`src/rtl/fwrisc_uart_program_loader.sv`:
```
// UART program loader: packs received bytes little-endian into 32-bit words for FWRISC
// instruction RAM and holds the core in reset until the image is complete.
module fwrisc_uart_program_loader #(
  parameter int unsigned PROG_BYTES = 4096,
  parameter int unsigned ADDR_W     = 10,
  parameter int unsigned TIMEOUT    = 2000000,
  parameter int unsigned CNT_W      = 13
) (
  input  logic              clock_i,
  input  logic              reset_i,
  input  logic [7:0]        rx_data_i,
  input  logic              rx_stb_i,
  input  logic              rearm_i,
  output logic              mem_we_o,
  output logic [ADDR_W-1:0] mem_addr_o,
  output logic [31:0]       mem_wdata_o,
  output logic              program_receiving_o,
  output logic              program_done_o,
  output logic              program_ov_o,
  output logic              cpu_hold_o,
  output logic [CNT_W-1:0]  byte_count_o
);

  localparam int unsigned TMR_W = (TIMEOUT > 0) ? $clog2(TIMEOUT + 1) : 1;

  typedef enum logic [1:0] {
    S_LOAD  = 2'd0,
    S_FLUSH = 2'd1,
    S_DONE  = 2'd2
  } state_e;

  state_e             state_q, state_d;
  logic [CNT_W-1:0]   byte_count_q, byte_count_d;
  logic [31:0]        buf_q, buf_d;
  logic [TMR_W-1:0]   timer_q, timer_d;
  logic               mem_we_q, mem_we_d;
  logic [ADDR_W-1:0]  mem_addr_q, mem_addr_d;
  logic [31:0]        mem_wdata_q, mem_wdata_d;
  logic               recv_q, recv_d;
  logic               done_q, done_d;
  logic               ov_q, ov_d;
  logic               hold_q, hold_d;

  logic [1:0]         lane;
  logic [ADDR_W-1:0]  word_addr;
  logic               last_byte;
  logic               timed_out;

  assign lane      = byte_count_q[1:0];
  assign word_addr = ADDR_W'(byte_count_q >> 2);
  assign last_byte = (byte_count_q == CNT_W'(PROG_BYTES - 1));
  assign timed_out = (TIMEOUT != 0) && (timer_q == TMR_W'(TIMEOUT));

  // Next-state and registered-output logic; rearm overrides everything else.
  always_comb begin
    state_d      = state_q;
    byte_count_d = byte_count_q;
    buf_d        = buf_q;
    timer_d      = timer_q;
    mem_we_d     = 1'b0;
    mem_addr_d   = mem_addr_q;
    mem_wdata_d  = mem_wdata_q;
    recv_d       = 1'b0;
    done_d       = done_q;
    ov_d         = ov_q;
    hold_d       = hold_q;

    if (rearm_i) begin
      state_d      = S_LOAD;
      byte_count_d = '0;
      buf_d        = '0;
      timer_d      = '0;
      done_d       = 1'b0;
      ov_d         = 1'b0;
      hold_d       = 1'b1;
    end else begin
      unique case (state_q)
        S_LOAD: begin
          if (rx_stb_i) begin
            byte_count_d = byte_count_q + CNT_W'(1);
            recv_d       = 1'b1;
            timer_d      = '0;
            buf_d        = buf_q | (32'(rx_data_i) << {lane, 3'b000});
            if (lane == 2'd3) begin
              mem_we_d    = 1'b1;
              mem_addr_d  = word_addr;
              mem_wdata_d = buf_d;
              buf_d       = '0;
            end
            if (last_byte) begin
              state_d = S_DONE;
              done_d  = 1'b1;
              hold_d  = 1'b0;
            end
          end else if (byte_count_q != '0) begin
            if (timed_out) begin
              timer_d = '0;
              if (lane != 2'd0) begin
                state_d = S_FLUSH;
              end else begin
                state_d = S_DONE;
                done_d  = 1'b1;
                hold_d  = 1'b0;
              end
            end else if (TIMEOUT != 0) begin
              timer_d = timer_q + TMR_W'(1);
            end
          end
        end
        S_FLUSH: begin
          // Unfilled lanes of the buffer are already zero.
          mem_we_d    = 1'b1;
          mem_addr_d  = word_addr;
          mem_wdata_d = buf_q;
          buf_d       = '0;
          state_d     = S_DONE;
          done_d      = 1'b1;
          hold_d      = 1'b0;
          if (rx_stb_i) ov_d = 1'b1;
        end
        S_DONE: begin
          if (rx_stb_i) ov_d = 1'b1;
        end
        default: begin
          state_d = S_LOAD;
        end
      endcase
    end
  end

  always_ff @(posedge clock_i or posedge reset_i) begin
    if (reset_i) begin
      state_q      <= S_LOAD;
      byte_count_q <= '0;
      buf_q        <= '0;
      timer_q      <= '0;
      mem_we_q     <= 1'b0;
      mem_addr_q   <= '0;
      mem_wdata_q  <= '0;
      recv_q       <= 1'b0;
      done_q       <= 1'b0;
      ov_q         <= 1'b0;
      hold_q       <= 1'b1;
    end else begin
      state_q      <= state_d;
      byte_count_q <= byte_count_d;
      buf_q        <= buf_d;
      timer_q      <= timer_d;
      mem_we_q     <= mem_we_d;
      mem_addr_q   <= mem_addr_d;
      mem_wdata_q  <= mem_wdata_d;
      recv_q       <= recv_d;
      done_q       <= done_d;
      ov_q         <= ov_d;
      hold_q       <= hold_d;
    end
  end

  assign mem_we_o            = mem_we_q;
  assign mem_addr_o          = mem_addr_q;
  assign mem_wdata_o         = mem_wdata_q;
  assign program_receiving_o = recv_q;
  assign program_done_o      = done_q;
  assign program_ov_o        = ov_q;
  assign cpu_hold_o          = hold_q;
  assign byte_count_o        = byte_count_q;

endmodule
```
`config.mk`:
```
export PLATFORM = sky130hd
export DESIGN_NAME = fwrisc_uart_program_loader
export DESIGN_NICKNAME = d
export VERILOG_FILES = /design/src/rtl/fwrisc_uart_program_loader.sv
export SDC_FILE = /design/constraint.sdc
export NUM_CORES = 1
export LEC_CHECK = 0
export ABC_AREA = 1
export CAP_MARGIN = 20
export CORE_MARGIN = 3
export CORE_UTILIZATION = 50
export CTS_CLUSTER_SIZE = 40
export DETAILED_ROUTE_END_ITERATION = 10
export MAX_ROUTING_LAYER = met4
export PLACE_DENSITY = 0.73
export SYNTH_ARGS = -nofsm -noshare
export SYNTH_HDL_FRONTEND = slang
export SYNTH_SLANG_ARGS = --single-unit
```
`constraint.sdc`:
```
create_clock -name clock_i -period 4.9 [get_ports clock_i]
set_input_delay 0.98 -clock clock_i [delete_from_list [all_inputs] [get_ports clock_i]]
set_output_delay 0.98 -clock clock_i [all_outputs]
set_load 0.02 [all_outputs]
```
==> run_results.csv <==
group,metric,value,unit
outcome,status,"completed",
timing,setup_viol,0,
worst_setup_path,critPathCapture,"timer_q[20]$_DFFE_PP0P_",
clock_network,post-cts-setup-buffers,0,
die,start_util,0.521,
route,drt_iter0_markers,534,
run,cap_violations,0,
grt,grt-ovfl-total,0,
timing,setup_tns,0,ns
worst_setup_path,path_cells,"clkinv_1 -> ha_1 -> inv_1 -> nor2_1 -> nand2_1 -> nor2_1 -> a21boi_4 -> nand2_2 -> inv_2 -> nor2_1",
die,die_area,12800,µm²
place,dp_slack,1.49,ns
worst_setup_path,r2r_cells,10,
layout,n_fill_cell,934,
timing,fin_crit,3.21,ns
place,place_congestion,0.945,
power,seqPwrFrac,0.351,
power,power_frac_comb,0.240,
power,power_density,455,nW/µm²
worst_setup_path,cp-end-kind,"flip-flop",
synth,async_flop_share,1.00,
synth,synthFlopType,"dfrtp_1",
route,drc,0,
worst_setup_path,critPathLaunchType,"flip-flop",
grt,track_usage,0.245,
route,dr_total_vias,5205,
power,ir_drop,0.220,mV
synth,synth_edf_count,0,
place,dp_hpwl,9600,µm
die,die_w,113,µm
clock_network,tritoncts,"yes",
timing,hold_viol,0,
synth,synth_area,5740,µm²
layout,drive_gt1_frac,0.0775,
power,switchingPower,1020,µW
synth,yosys.area.top_type_share,0.497,
timing,rsz0062_at_grt,"false",
route,drtAntennaViolNets,0,
worst_setup_path,cp.depth,10,
clock_network,clk_pin_slew_worst_paths,0.05,ns
grt,antenna_found_initial,0,
clock_network,clk_path_buf_depth,2,
die,rows,38,
timing,holdWs,0.468,ns
timing,tightest_slew,1.11,ns
synth,synth_top_cell_by_area,"dfrtp_1",
die,die_h,113,µm
grt,grt_pass1_vias,5026,
clock_network,cts_made_buffers,17,
place,portBuffers,71,
worst_setup_path,cp.arrival,3.52,ns
synth,ys_seq_elements,115,
clock_network,worstSkewPairLatency,0.42,ns
worst_setup_path,slowest_stage,"dfrtp_1",
timing,max-slew-margin-rel,0.255,
synth,avgSynthCellArea,7.99,µm²
worst_setup_path,worstPathMaxFanout,23,
power,leakage,0.00324,µW
clock_network,clockRootBuffer,"clkbuf_16",
route,wl_per_cell,15.5,µm
synth,synthTopCellsByCount,"147 x nand2_1, 114 x dfrtp_1, 92 x inv_1, 73 x nand3_1, 62 x nor2_1",
synth,syn_inst,719,
clock_network,cts-resized-gates,0,
synth,yosys_warnings,0,
worst_setup_path,crit_family,"buffers and inverters",
place,placed_cells,906,
worst_setup_path,critPathBufInv,3,
worst_setup_path,r2r_slack,1.69,ns
synth,synthDistinctLibCells,36,
grt,grt_pass1_wl,24500,µm
power,clkPwrFrac,0.410,
route,first_pass_iters,5,
route,drt_wl_total,14600,µm
layout,nNetsFinal,806,
layout,area_delta_synth_final,25.8,%
worst_hold_path,hp-start,"program_done_o$_DFFE_PP0P_",
route,via_per_inst,5.54,
worst_setup_path,critPathRequiredTime,5.20,ns
die,io_pins,72,
timing,maxSlewViolCount,0,
synth,yosysSeqAreaShare,0.501,
worst_setup_path,cp_slowest_stage_delay,0.82,ns
die,core-area,11000,µm²
worst_setup_path,worstSetupPathType,"flip-flop to flip-flop",
grt,grt_max_degree,83,
layout,diodes,0,
power,power,3290,µW
layout,final_cell_count_no_fill,940,
timing,clock.fmax,311,MHz
worst_setup_path,cpMostUsedCell,"nor2_1",
clock_network,htree_levels,4,
synth,syn-num-nets,738,
power,p_int,2270,µW
timing,finalCritPeriodShare,0.656,
synth,synthTopCellsByArea,"dfrtp_1 50%, nand2_1 9.6%, nand3_1 6.4%, inv_1 6.0%, o21ai_1 4.6%",
synth,synth.most_common_cell,"nand2_1",
clock_network,clock_sinks,115,
timing,post-route-worst-setup-slack,1.69,ns
worst_setup_path,rr_endpoint,"timer_q[20]$_DFFE_PP0P_",
worst_hold_path,hp-class,"flip-flop to flip-flop",
worst_setup_path,worstReg2RegStart,"byte_count_o[0]$_DFFE_PP0P_",
timing,fin_skew,0.00785,ns
power,p_sw_frac,0.309,
worst_setup_path,worstSetupStartpoint,"byte_count_o[0]$_DFFE_PP0P_",
clock_network,ctsHoldBuffers,0,
[kinds of logic (layout without fill, tap and decap cells)]
group / Yosys count / in the layout / share of synthesized area
AOI/OAI and AO/OA: 143 / 143 / 0.140
adders and majority gates: 7 / 7 / 0.0152
xor gates and xnor gates: 12 / 12 / 0.0183
DFF: 115 / 115 / 0.501
and+or+nand+nor: 314 / 314 / 0.237
buffers and inverters: 128 / 209 / 0.0891
[area by class of cell]
type / instances / area [µm²] / share of cell area
tap: 140 / 175 / 0.0242
sequential: 115 / 2880 / 0.398
inverter: 100 / 378 / 0.0523
timing repair buffer: 77 / 796 / 0.110
clock inverter: 9 / 149 / 0.0206
multi-input combinational: 476 / 2350 / 0.326
clock buffer: 23 / 498 / 0.0689
[through the flow]
stage / cell area, µm² / util
final: 7230 / 0.655
after global routing: 7230 / 0.655
after CTS: 7170 / 0.650
after detailed placement: 6530 / 0.592
after global placement: 6530 / 0.592
after floorplan: 5740 / -
[cell usage in the layout (no fill, tap or decap), types with 8 or more instances in the layout]
cell type        instances
xor2_1                  11
clkbuf_16               17
o22ai_1                 24
a31oi_1                  8
nor2_1                  62
nand4_1                 10
clkdlybuf4s50_1         71
o21ai_1                 53
a21oi_1                  9
o21ai_0                 42
nand2_1                147
inv_1                   91
nand3_1                 73
dfrtp_1                114
[worst reg2reg max path, stage by stage, from the launching register on]
cell and delay [ns]:
dfrtp_1 0.82, clkinv_1 0.63, ha_1 0.42, inv_1 0.08, nor2_1 0.05, nand2_1 0.08, nor2_1 0.08, a21boi_4 0.48
nand2_2 0.21, inv_2 0.18, nor2_1 0.07
[per-layer routing]
metal,wire [µm],track usage,up-vias
met1,6390,0.330,2466
met2,6870,0.366,224
met4,254,0.0897,0
met5,0,-,-
met3,1080,0.0551,31
li1,-,-,2484
[power by group through the flow]
stage | Sequential, µW | Combinational [µW] | Clock (µW)
4_1_cts | 1150 | 779 | 1360
5_1_grt | 1170 | 865 | 1410
3_3_place_gp | 1160 | 757 | 0
2_1_floorplan | 1240 | 423 | 0
3_5_place_dp | 1170 | 773 | 0
6_report | 1150 | 788 | 1350
[flip-flops by register name, indices dropped and copies added (netlist names)]
name and cells:
buf_q 32, mem_wdata_o 32, timer_q 21, byte_count_o 13, mem_addr_o 10, state_q 2, cpu_hold_o 1, mem_we_o 1
program_done_o 1, program_ov_o 1, program_receiving_o 1
[worst min path at each step]
stage / end / slack [ns] / cells past startpoint
finish: program_done_o$_DFFE_PP0P_ / 0.47 / 2
global route: cpu_hold_o$_DFFE_PP1P_ / 0.50 / 2
CTS: program_done_o$_DFFE_PP0P_ / 0.47 / 2
detailed placement: program_done_o$_DFFE_PP0P_ / 0.46 / 2
global placement: program_done_o$_DFFE_PP0P_ / 0.46 / 2
floorplan: state_q[1]$_DFFE_PP0P_ / 0.47 / 2
Power figures use the tool's default switching activity.
